## src/rtl/mc_ctrl_pkg.sv

```systemverilog
// mc_ctrl_pkg: shared definitions for the multi-cycle MIPS main controller.
//   - state_t            : 4-bit FSM state encoding
//   - OP_* / FN_*        : opcode and funct field constants
//   - EXT_* ALU_* PC_* DST_* M2R_* : datapath control encodings
//   - instr_class_t      : one-hot instruction class from mc_decode
// Optional feature macro used by the slice: MC_CTRL_STALL_EN (memory handshake).
package mc_ctrl_pkg;

  typedef enum logic [3:0] {
    S_FETCH    = 4'd0,
    S_DECODE   = 4'd1,
    S_EXEC_R   = 4'd2,
    S_WB_R     = 4'd3,
    S_EXEC_I   = 4'd4,
    S_WB_I     = 4'd5,
    S_MEM_ADDR = 4'd6,
    S_MEM_RD   = 4'd7,
    S_MEM_WB   = 4'd8,
    S_MEM_WR   = 4'd9,
    S_BRANCH   = 4'd10,
    S_JUMP     = 4'd11
  } state_t;

  localparam logic [5:0] OP_RTYPE = 6'h00;
  localparam logic [5:0] OP_J     = 6'h02;
  localparam logic [5:0] OP_JAL   = 6'h03;
  localparam logic [5:0] OP_BEQ   = 6'h04;
  localparam logic [5:0] OP_ORI   = 6'h0D;
  localparam logic [5:0] OP_LUI   = 6'h0F;
  localparam logic [5:0] OP_LW    = 6'h23;
  localparam logic [5:0] OP_SW    = 6'h2B;

  localparam logic [5:0] FN_NOP   = 6'h00;
  localparam logic [5:0] FN_JR    = 6'h08;
  localparam logic [5:0] FN_ADDU  = 6'h21;
  localparam logic [5:0] FN_SUBU  = 6'h23;

  localparam logic [1:0] EXT_ZERO  = 2'b00;
  localparam logic [1:0] EXT_SIGN  = 2'b01;
  localparam logic [1:0] EXT_HI16  = 2'b10;

  localparam logic [2:0] ALU_ADD   = 3'b000;
  localparam logic [2:0] ALU_SUB   = 3'b001;
  localparam logic [2:0] ALU_OR    = 3'b010;
  localparam logic [2:0] ALU_PASSB = 3'b011;

  localparam logic [1:0] DST_RT    = 2'b00;
  localparam logic [1:0] DST_RD    = 2'b01;
  localparam logic [1:0] DST_RA    = 2'b10;

  localparam logic [1:0] M2R_ALU   = 2'b00;
  localparam logic [1:0] M2R_DM    = 2'b01;
  localparam logic [1:0] M2R_PC4   = 2'b10;

  localparam logic [1:0] PC_PLUS4  = 2'b00;
  localparam logic [1:0] PC_BRANCH = 2'b01;
  localparam logic [1:0] PC_JUMP   = 2'b10;
  localparam logic [1:0] PC_RS     = 2'b11;

  typedef struct packed {
    logic r_alu;
    logic imm_alu;
    logic load;
    logic store;
    logic branch;
    logic jump;
    logic nop;
    logic illegal;
  } instr_class_t;

endpackage

```

## src/rtl/mc_ctrl_if.sv

```systemverilog
// mc_ctrl_if: controller <-> datapath bundle.
//   inputs to controller : opcode[5:0], funct[5:0], zero, mem_ready (MC_CTRL_STALL_EN only)
//   outputs              : PCWr IRWr RegWr MemWr EXTsel ALUop ALUSrcB RegDst MemtoReg PCsel
//                          illegal instr_cnt[CNT_W-1:0]
// modport master = controller side, modport slave = datapath side.
interface mc_ctrl_if #(parameter int CNT_W = 32);

  logic [5:0]       opcode;
  logic [5:0]       funct;
  logic             zero;
`ifdef MC_CTRL_STALL_EN
  logic             mem_ready;
`endif
  logic             PCWr;
  logic             IRWr;
  logic             RegWr;
  logic             MemWr;
  logic [1:0]       EXTsel;
  logic [2:0]       ALUop;
  logic             ALUSrcB;
  logic [1:0]       RegDst;
  logic [1:0]       MemtoReg;
  logic [1:0]       PCsel;
  logic             illegal;
  logic [CNT_W-1:0] instr_cnt;

  modport master (
    input  opcode, funct, zero,
`ifdef MC_CTRL_STALL_EN
    input  mem_ready,
`endif
    output PCWr, IRWr, RegWr, MemWr, EXTsel, ALUop, ALUSrcB,
           RegDst, MemtoReg, PCsel, illegal, instr_cnt
  );

  modport slave (
    output opcode, funct, zero,
`ifdef MC_CTRL_STALL_EN
    output mem_ready,
`endif
    input  PCWr, IRWr, RegWr, MemWr, EXTsel, ALUop, ALUSrcB,
           RegDst, MemtoReg, PCsel, illegal, instr_cnt
  );

endinterface

```

## src/rtl/mc_ctrl_decode.sv

```systemverilog
// mc_decode: combinational opcode/funct -> one-hot instruction class.
//   i_opcode[5:0], i_funct[5:0] in; o_cls (instr_class_t) out.
// Exactly one class bit is set for any input; anything unsupported is 'illegal'.
module mc_decode
  import mc_ctrl_pkg::*;
(
  input  logic [5:0]   i_opcode,
  input  logic [5:0]   i_funct,
  output instr_class_t o_cls
);

  // Opcode 0 is further split on funct: ALU ops, jr, and the all-zero nop.
  always_comb begin
    o_cls = '0;
    case (i_opcode)
      OP_RTYPE: begin
        case (i_funct)
          FN_ADDU, FN_SUBU: o_cls.r_alu   = 1'b1;
          FN_JR:            o_cls.jump    = 1'b1;
          FN_NOP:           o_cls.nop     = 1'b1;
          default:          o_cls.illegal = 1'b1;
        endcase
      end
      OP_ORI, OP_LUI:       o_cls.imm_alu = 1'b1;
      OP_LW:                o_cls.load    = 1'b1;
      OP_SW:                o_cls.store   = 1'b1;
      OP_BEQ:               o_cls.branch  = 1'b1;
      OP_J, OP_JAL:         o_cls.jump    = 1'b1;
      default:              o_cls.illegal = 1'b1;
    endcase
  end

endmodule

```

## src/rtl/mc_ctrl.sv

```systemverilog
// mc_ctrl: multi-cycle main controller for the single-memory MIPS datapath.
//   clk, reset (async, active-high) plain ports; everything else via mc_ctrl_if.master:
//   opcode/funct/zero (+ mem_ready with MC_CTRL_STALL_EN) in; write enables, mux selects,
//   ALUop, EXTsel, illegal pulse and retire counter instr_cnt out.
// Optional feature macro: MC_CTRL_STALL_EN -- FETCH/MEM_RD/MEM_WR wait for mem_ready.
module mc_ctrl
  import mc_ctrl_pkg::*;
#(
  parameter int CNT_W = 32
) (
  input  logic     clk,
  input  logic     reset,
  mc_ctrl_if.master bus
);

  state_t           r_state;
  state_t           w_next;
  logic [CNT_W-1:0] r_cnt;
  instr_class_t     w_cls;
  logic             w_ready;
  logic             w_retire;
  logic             w_pcwr, w_irwr, w_regwr, w_memwr;

  mc_decode u_decode (
    .i_opcode (bus.opcode),
    .i_funct  (bus.funct),
    .o_cls    (w_cls)
  );

`ifdef MC_CTRL_STALL_EN
  assign w_ready = bus.mem_ready;
`else
  assign w_ready = 1'b1;
`endif

  // State register and retire counter; reset abandons any in-flight instruction.
  always_ff @(posedge clk or posedge reset) begin
    if (reset) begin
      r_state <= S_FETCH;
      r_cnt   <= '0;
    end else begin
      r_state <= w_next;
      if (w_retire) r_cnt <= r_cnt + 1'b1;
    end
  end

  // Next-state and output decode. Write enables are computed here and gated by
  // reset below so nothing is written while reset is held. w_retire is only set
  // on the transitions that complete an instruction back into FETCH.
  always_comb begin
    w_next       = r_state;
    w_retire     = 1'b0;
    w_pcwr       = 1'b0;
    w_irwr       = 1'b0;
    w_regwr      = 1'b0;
    w_memwr      = 1'b0;
    bus.EXTsel   = EXT_ZERO;
    bus.ALUop    = ALU_ADD;
    bus.ALUSrcB  = 1'b0;
    bus.RegDst   = DST_RT;
    bus.MemtoReg = M2R_ALU;
    bus.PCsel    = PC_PLUS4;
    bus.illegal  = 1'b0;
    case (r_state)
      S_FETCH: begin
        if (w_ready) begin
          w_irwr = 1'b1;
          w_pcwr = 1'b1;
          w_next = S_DECODE;
        end
      end
      S_DECODE: begin
        bus.EXTsel = EXT_SIGN;
        bus.ALUop  = ALU_ADD;
        if (w_cls.r_alu)                    w_next = S_EXEC_R;
        else if (w_cls.imm_alu)             w_next = S_EXEC_I;
        else if (w_cls.load || w_cls.store) w_next = S_MEM_ADDR;
        else if (w_cls.branch)              w_next = S_BRANCH;
        else if (w_cls.jump)                w_next = S_JUMP;
        else if (w_cls.nop) begin
          w_next   = S_FETCH;
          w_retire = 1'b1;
        end else if (w_cls.illegal) begin
          w_next      = S_FETCH;
          bus.illegal = 1'b1;
        end
      end
      S_EXEC_R: begin
        bus.ALUop = (bus.funct == FN_SUBU) ? ALU_SUB : ALU_ADD;
        w_next    = S_WB_R;
      end
      S_WB_R: begin
        w_regwr    = 1'b1;
        bus.RegDst = DST_RD;
        w_next     = S_FETCH;
        w_retire   = 1'b1;
      end
      S_EXEC_I, S_WB_I: begin
        bus.ALUSrcB = 1'b1;
        if (bus.opcode == OP_LUI) begin
          bus.EXTsel = EXT_HI16;
          bus.ALUop  = ALU_PASSB;
        end else begin
          bus.EXTsel = EXT_ZERO;
          bus.ALUop  = ALU_OR;
        end
        if (r_state == S_EXEC_I) begin
          w_next = S_WB_I;
        end else begin
          w_regwr  = 1'b1;
          w_next   = S_FETCH;
          w_retire = 1'b1;
        end
      end
      S_MEM_ADDR: begin
        bus.EXTsel  = EXT_SIGN;
        bus.ALUSrcB = 1'b1;
        bus.ALUop   = ALU_ADD;
        w_next      = w_cls.load ? S_MEM_RD : S_MEM_WR;
      end
      S_MEM_RD: begin
        if (w_ready) w_next = S_MEM_WB;
      end
      S_MEM_WB: begin
        w_regwr      = 1'b1;
        bus.MemtoReg = M2R_DM;
        w_next       = S_FETCH;
        w_retire     = 1'b1;
      end
      S_MEM_WR: begin
        if (w_ready) begin
          w_memwr  = 1'b1;
          w_next   = S_FETCH;
          w_retire = 1'b1;
        end
      end
      S_BRANCH: begin
        bus.ALUop = ALU_SUB;
        w_pcwr    = bus.zero;
        bus.PCsel = PC_BRANCH;
        w_next    = S_FETCH;
        w_retire  = 1'b1;
      end
      S_JUMP: begin
        w_pcwr    = 1'b1;
        bus.PCsel = (bus.opcode == OP_RTYPE) ? PC_RS : PC_JUMP;
        if (bus.opcode == OP_JAL) begin
          w_regwr      = 1'b1;
          bus.RegDst   = DST_RA;
          bus.MemtoReg = M2R_PC4;
        end
        w_next   = S_FETCH;
        w_retire = 1'b1;
      end
      default: w_next = S_FETCH;
    endcase
  end

  assign bus.PCWr      = w_pcwr  & ~reset;
  assign bus.IRWr      = w_irwr  & ~reset;
  assign bus.RegWr     = w_regwr & ~reset;
  assign bus.MemWr     = w_memwr & ~reset;
  assign bus.instr_cnt = r_cnt;

endmodule

```

## src/flat_wrapper.sv

```systemverilog
// flat-port wrapper written by rule: the top's interface ports become plain ports
module mc_ctrl_flat import mc_ctrl_pkg::*;
#(
  parameter int CNT_W = 32
)
  (clk, reset, bus_opcode, bus_funct, bus_zero, bus_PCWr, bus_IRWr, bus_RegWr, bus_MemWr, bus_EXTsel, bus_ALUop, bus_ALUSrcB, bus_RegDst, bus_MemtoReg, bus_PCsel, bus_illegal, bus_instr_cnt);
  mc_ctrl_if #(.CNT_W(CNT_W)) bus_i ();
  input  logic clk;
  input  logic reset;
  input wire logic [$bits(bus_i.opcode)-1:0] bus_opcode;
  input wire logic [$bits(bus_i.funct)-1:0] bus_funct;
  input wire logic [$bits(bus_i.zero)-1:0] bus_zero;
  output wire logic [$bits(bus_i.PCWr)-1:0] bus_PCWr;
  output wire logic [$bits(bus_i.IRWr)-1:0] bus_IRWr;
  output wire logic [$bits(bus_i.RegWr)-1:0] bus_RegWr;
  output wire logic [$bits(bus_i.MemWr)-1:0] bus_MemWr;
  output wire logic [$bits(bus_i.EXTsel)-1:0] bus_EXTsel;
  output wire logic [$bits(bus_i.ALUop)-1:0] bus_ALUop;
  output wire logic [$bits(bus_i.ALUSrcB)-1:0] bus_ALUSrcB;
  output wire logic [$bits(bus_i.RegDst)-1:0] bus_RegDst;
  output wire logic [$bits(bus_i.MemtoReg)-1:0] bus_MemtoReg;
  output wire logic [$bits(bus_i.PCsel)-1:0] bus_PCsel;
  output wire logic [$bits(bus_i.illegal)-1:0] bus_illegal;
  output wire logic [$bits(bus_i.instr_cnt)-1:0] bus_instr_cnt;
  assign bus_i.opcode = bus_opcode;
  assign bus_i.funct = bus_funct;
  assign bus_i.zero = bus_zero;
  assign bus_PCWr = bus_i.PCWr;
  assign bus_IRWr = bus_i.IRWr;
  assign bus_RegWr = bus_i.RegWr;
  assign bus_MemWr = bus_i.MemWr;
  assign bus_EXTsel = bus_i.EXTsel;
  assign bus_ALUop = bus_i.ALUop;
  assign bus_ALUSrcB = bus_i.ALUSrcB;
  assign bus_RegDst = bus_i.RegDst;
  assign bus_MemtoReg = bus_i.MemtoReg;
  assign bus_PCsel = bus_i.PCsel;
  assign bus_illegal = bus_i.illegal;
  assign bus_instr_cnt = bus_i.instr_cnt;
  mc_ctrl #(.CNT_W(CNT_W)) u_core (.clk(clk), .reset(reset), .bus(bus_i));
endmodule
```

## config.mk

```make
export PLATFORM = sky130hd
export DESIGN_NAME = mc_ctrl_flat
export DESIGN_NICKNAME = d
export VERILOG_FILES = /design/src/rtl/mc_ctrl_pkg.sv /design/src/rtl/mc_ctrl_if.sv /design/src/rtl/mc_ctrl_decode.sv /design/src/rtl/mc_ctrl.sv /design/src/flat_wrapper.sv
export SDC_FILE = /design/constraint.sdc
export NUM_CORES = 1
export LEC_CHECK = 0
export ABC_AREA = 0
export BUFFER_PORTS_ARGS = -buffer_cell sky130_fd_sc_hd__buf_2
export CAP_MARGIN = 20
export CORE_MARGIN = 4
export CORE_UTILIZATION = 25
export CTS_BUF_LIST = sky130_fd_sc_hd__clkbuf_4
export DETAILED_ROUTE_END_ITERATION = 16
export PLACE_DENSITY = 0.54
export REMOVE_ABC_BUFFERS = 1
export SLEW_MARGIN = 0
export SYNTH_ARGS = -nofsm -noshare
export SYNTH_HDL_FRONTEND = slang
export SYNTH_SLANG_ARGS = --single-unit
export TNS_END_PERCENT = 5
```

## constraint.sdc

```tcl
create_clock -name clk -period 5.4 [get_ports clk]
set_clock_uncertainty 0.15 [all_clocks]
set_input_delay 1.08 -clock clk [delete_from_list [all_inputs] [get_ports clk]]
set_output_delay 1.08 -clock clk [all_outputs]
set_load 0.01 [all_outputs]
```

==> flow_metrics.env <==
export IMPL_crit_chain="buf_2, or3_1, nor4b_1, nor3_1, nor2_1, buf_2"
export IMPL_pwr_share_comb=0.294
export IMPL_routed_wl_mm=5.541
export IMPL_grt_pass1_wl_mm=9.501
export IMPL_slowest_delay_ns=0.48
export IMPL_vias=1942
export IMPL_ys_seq_area_frac=0.4150
export IMPL_p_sw_frac=0.3761
export IMPL_r2r_end="u_core.bus.instr_cnt[29]"
export IMPL_drt_iter0_drc=89
export IMPL_grt_pass1_vias=1877
export IMPL_root_buffer="clkbuf_4"
export IMPL_drive_above_1_share=0.2983
export IMPL_tns_ns=0
export IMPL_holdWs_ns=0.3476
export IMPL_nNetsFinal=310
export IMPL_crit_type="in2out"
export IMPL_final_antenna_net_count=0
export IMPL_grt_usage=0.1144
export IMPL_dieArea_mm2=0.01024
export IMPL_maxSlewHeadroom=0.4009
export IMPL_power_share_clock=0.218
export IMPL_fin_ws_ns=1.708
export IMPL_worstPathArrival_ns=2.46
export IMPL_rsz0062_at_grt="false"
export IMPL_outcome="complete, no violations"
export IMPL_grt_overflow_total=0
export IMPL_clk_pin_slew_ns=0.12
export IMPL_dp_hpwl_mm=4.036
export IMPL_die_w_um=101.2
export IMPL_p_sw_mw=0.2585
export IMPL_antenna_found_initial=0
export IMPL_gp_congestion=0.8048
export IMPL_via_per_inst=4.855
export IMPL_total_leakage_power_nw=1.288
export IMPL_core_area_mm2=0.008341
export IMPL_cts_resized=0
export IMPL_cts_setup_buffers=0
export IMPL_r2r_cells=6
export IMPL_dp_slack_ns=1.716
export IMPL_start_util=0.2603
export IMPL_hold_viol_final=0
export IMPL_hp_start="u_core.bus.instr_cnt[31]"
export IMPL_holdBufCountCts=0
export IMPL_min_path_cells=1
export IMPL_async_flop_share=1.000
export IMPL_seqPwrFrac=0.488
export IMPL_synth_cell_types=43
export IMPL_synth_edf_count=0
export IMPL_hold_path_end="u_core.bus.instr_cnt[31]"
export IMPL_cts_buffers=5
export IMPL_hold_path_class="reg2reg"
export IMPL_postLayoutCoreUtil=0.3149
export IMPL_die_h_um=101.2
export IMPL_antenna_cells=0
export IMPL_synthToLayoutAreaGrowth_pct=20.98
export IMPL_fp_row_count=33
export IMPL_setup_violations=0
export IMPL_firstDrtPassIters=4
export IMPL_cp_start_kind="primary input"
export IMPL_drv_slew=0
export IMPL_reg2reg_from="u_core.r_state[0]"
export IMPL_synth_seq_cells=36
export IMPL_port_buffers=62
export IMPL_powerDensity_mw_per_mm2=261.7
export IMPL_internal_power_mw=0.4288
export IMPL_max_cap_violations=0
export IMPL_num_fill_cells=898
export IMPL_synth_cells=235
export IMPL_cp_common_cell="buf_2"
export IMPL_tightestPinTransition_ns=0.8961
export IMPL_cp_data_required_time_ns=4.17
export IMPL_fmax_ghz=0.2709
export IMPL_drc_errors=0
export IMPL_cts_max_level=2
export IMPL_fin_crit_sh=0.6837
export IMPL_syn_area_mm2=0.002171
export IMPL_clock_latency_ns=0.35
export IMPL_vdd_ir_drop_max_mv=0.1188
export IMPL_worstSetupEndpointType="output pin"
export IMPL_post_drt_wl_per_cell_um=13.85
export IMPL_clock_sinks=36
export IMPL_layout_cells_non_filler=400
export IMPL_ff2ff_setup_slack_ns=2.79
export IMPL_critPathMaxFanout=7
export IMPL_synth_avg_cell_area_um2=9.238
export IMPL_ios=64
export IMPL_synthFlopType="dfrtp_1"
export IMPL_cts_tree="done"
export IMPL_grt_max_degree=37
export IMPL_fin_crit_ns=3.692
export IMPL_critPathSlowestCell="or3_1"
export IMPL_dpl_cell_count=392
export IMPL_clockBufferDepth=2
export IMPL_synth_warnings=0
cells by family (layout without fill, tap and decap cells):
group	count (synthesis)	in the layout	synth area share
mux	1	1	0.005187
fa+ha+maj	1	1	0.005763
xor+xnor	32	32	0.1291
other cells	1	1	0.001727
flops	36	36	0.4150
simple gates	121	121	0.3268
buf+inv	19	79	0.04207
compound gates	24	24	0.07436
state kept, by name (all words and copies together), names as in the netlist:
signal                cells
u_core.bus.instr_cnt     32
u_core.r_state            4
cell usage in the layout, fill, tap and decap left out, drive strengths merged, types with 2 or more instances in the layout:
cell	netlist	layout
nand4	9	9
nor4	15	15
a211o	2	2
or4	3	3
o32ai	2	2
xnor2	6	6
nand2b	6	6
xor2	26	26
a21oi	7	7
o21ai	2	2
a211oi	2	2
nor3b	2	2
inv	6	6
or2	2	2
clkbuf	6	6
nor3	16	16
nor4b	4	4
nor2	26	26
buf	7	65
nand3	10	10
o22ai	2	2
nand2	21	21
or3	4	4
dfrtp	36	36
cells in the mapped netlist, types with 2 or more instances:
library cell | n | area share
nor2_1 | 26 | 0.045
or3_1 | 4 | 0.012
nand2_1 | 21 | 0.036
o21ai_0 | 2 | 0.0046
nor4_1 | 5 | 0.014
a211o_1 | 2 | 0.0081
nor3b_1 | 2 | 0.0069
nor3_1 | 16 | 0.037
o32ai_1 | 2 | 0.0081
nand2b_1 | 6 | 0.017
xor2_1 | 26 | 0.10
inv_1 | 6 | 0.010
buf_4 | 3 | 0.010
a21oi_1 | 7 | 0.016
nand4_1 | 9 | 0.026
o22ai_1 | 2 | 0.0058
dfrtp_1 | 36 | 0.41
a211oi_1 | 2 | 0.0069
nand3_1 | 10 | 0.023
nor4_2 | 9 | 0.052
nor4b_1 | 3 | 0.012
clkbuf_1 | 6 | 0.010
buf_1 | 2 | 0.0035
xnor2_1 | 6 | 0.024
or4_1 | 3 | 0.010
or2_2 | 2 | 0.0058
worst max-delay path by stage:
| stage | cells past startpoint | slack [ns] | start | endpoint |
|---|---|---|---|---|
| 2_1_floorplan | 4 | 1.78 | bus_opcode[5] | bus_RegWr |
| 3_3_place_gp | 6 | 1.78 | bus_opcode[5] | bus_RegWr |
| 3_5_place_dp | 6 | 1.72 | bus_opcode[5] | bus_RegWr |
| 4_1_cts | 6 | 1.72 | bus_opcode[5] | bus_RegWr |
| 5_1_grt | 6 | 1.51 | bus_opcode[5] | bus_RegWr |
| 6_report | 6 | 1.71 | bus_opcode[5] | bus_RegWr |
through the flow:
| stage | power [mW] | instance area (µm²) |
|---|---|---|
| 2_1_floorplan | 0.4608 | 2102 |
| 3_3_place_gp | 0.5428 | 2570 |
| 3_5_place_dp | 0.5433 | 2570 |
| 4_1_cts | 0.6946 | 2626 |
| 5_1_grt | 0.7383 | 2626 |
| 6_report | 0.6873 | 2626 |
metal layers:
metal,part of all wire,track usage
met4,0.013,0.03374
met3,0.054,0.02755
met2,0.47,0.1816
met5,0,0
met1,0.46,0.1547
worst max-delay path: cells and delay by family:
kind          cells  cell delay, ns
buf+inv           2            0.25
simple gates      4            1.13
final cells by class:
type                            instances  area, µm²  area share
Multi-Input combinational cell        180       1182      0.4502
Sequential cell                        36      900.9      0.3430
Timing Repair Buffer                   65      332.8      0.1267
Tap cell                              105      131.4     0.05002
Clock buffer                            6      45.04     0.01715
Inverter                                6      22.52    0.008576
Clock inverter                          2      11.26    0.004288
power groups by stage:
stage | Clock (mW) | Sequential, mW | Combinational, mW
3_3_place_gp | 0 | 0.338 | 0.205
4_1_cts | 0.155 | 0.334 | 0.205
6_report | 0.150 | 0.335 | 0.202
3_5_place_dp | 0 | 0.339 | 0.204
2_1_floorplan | 0 | 0.335 | 0.126
5_1_grt | 0.167 | 0.342 | 0.230
Power figures use the tool's default switching activity.
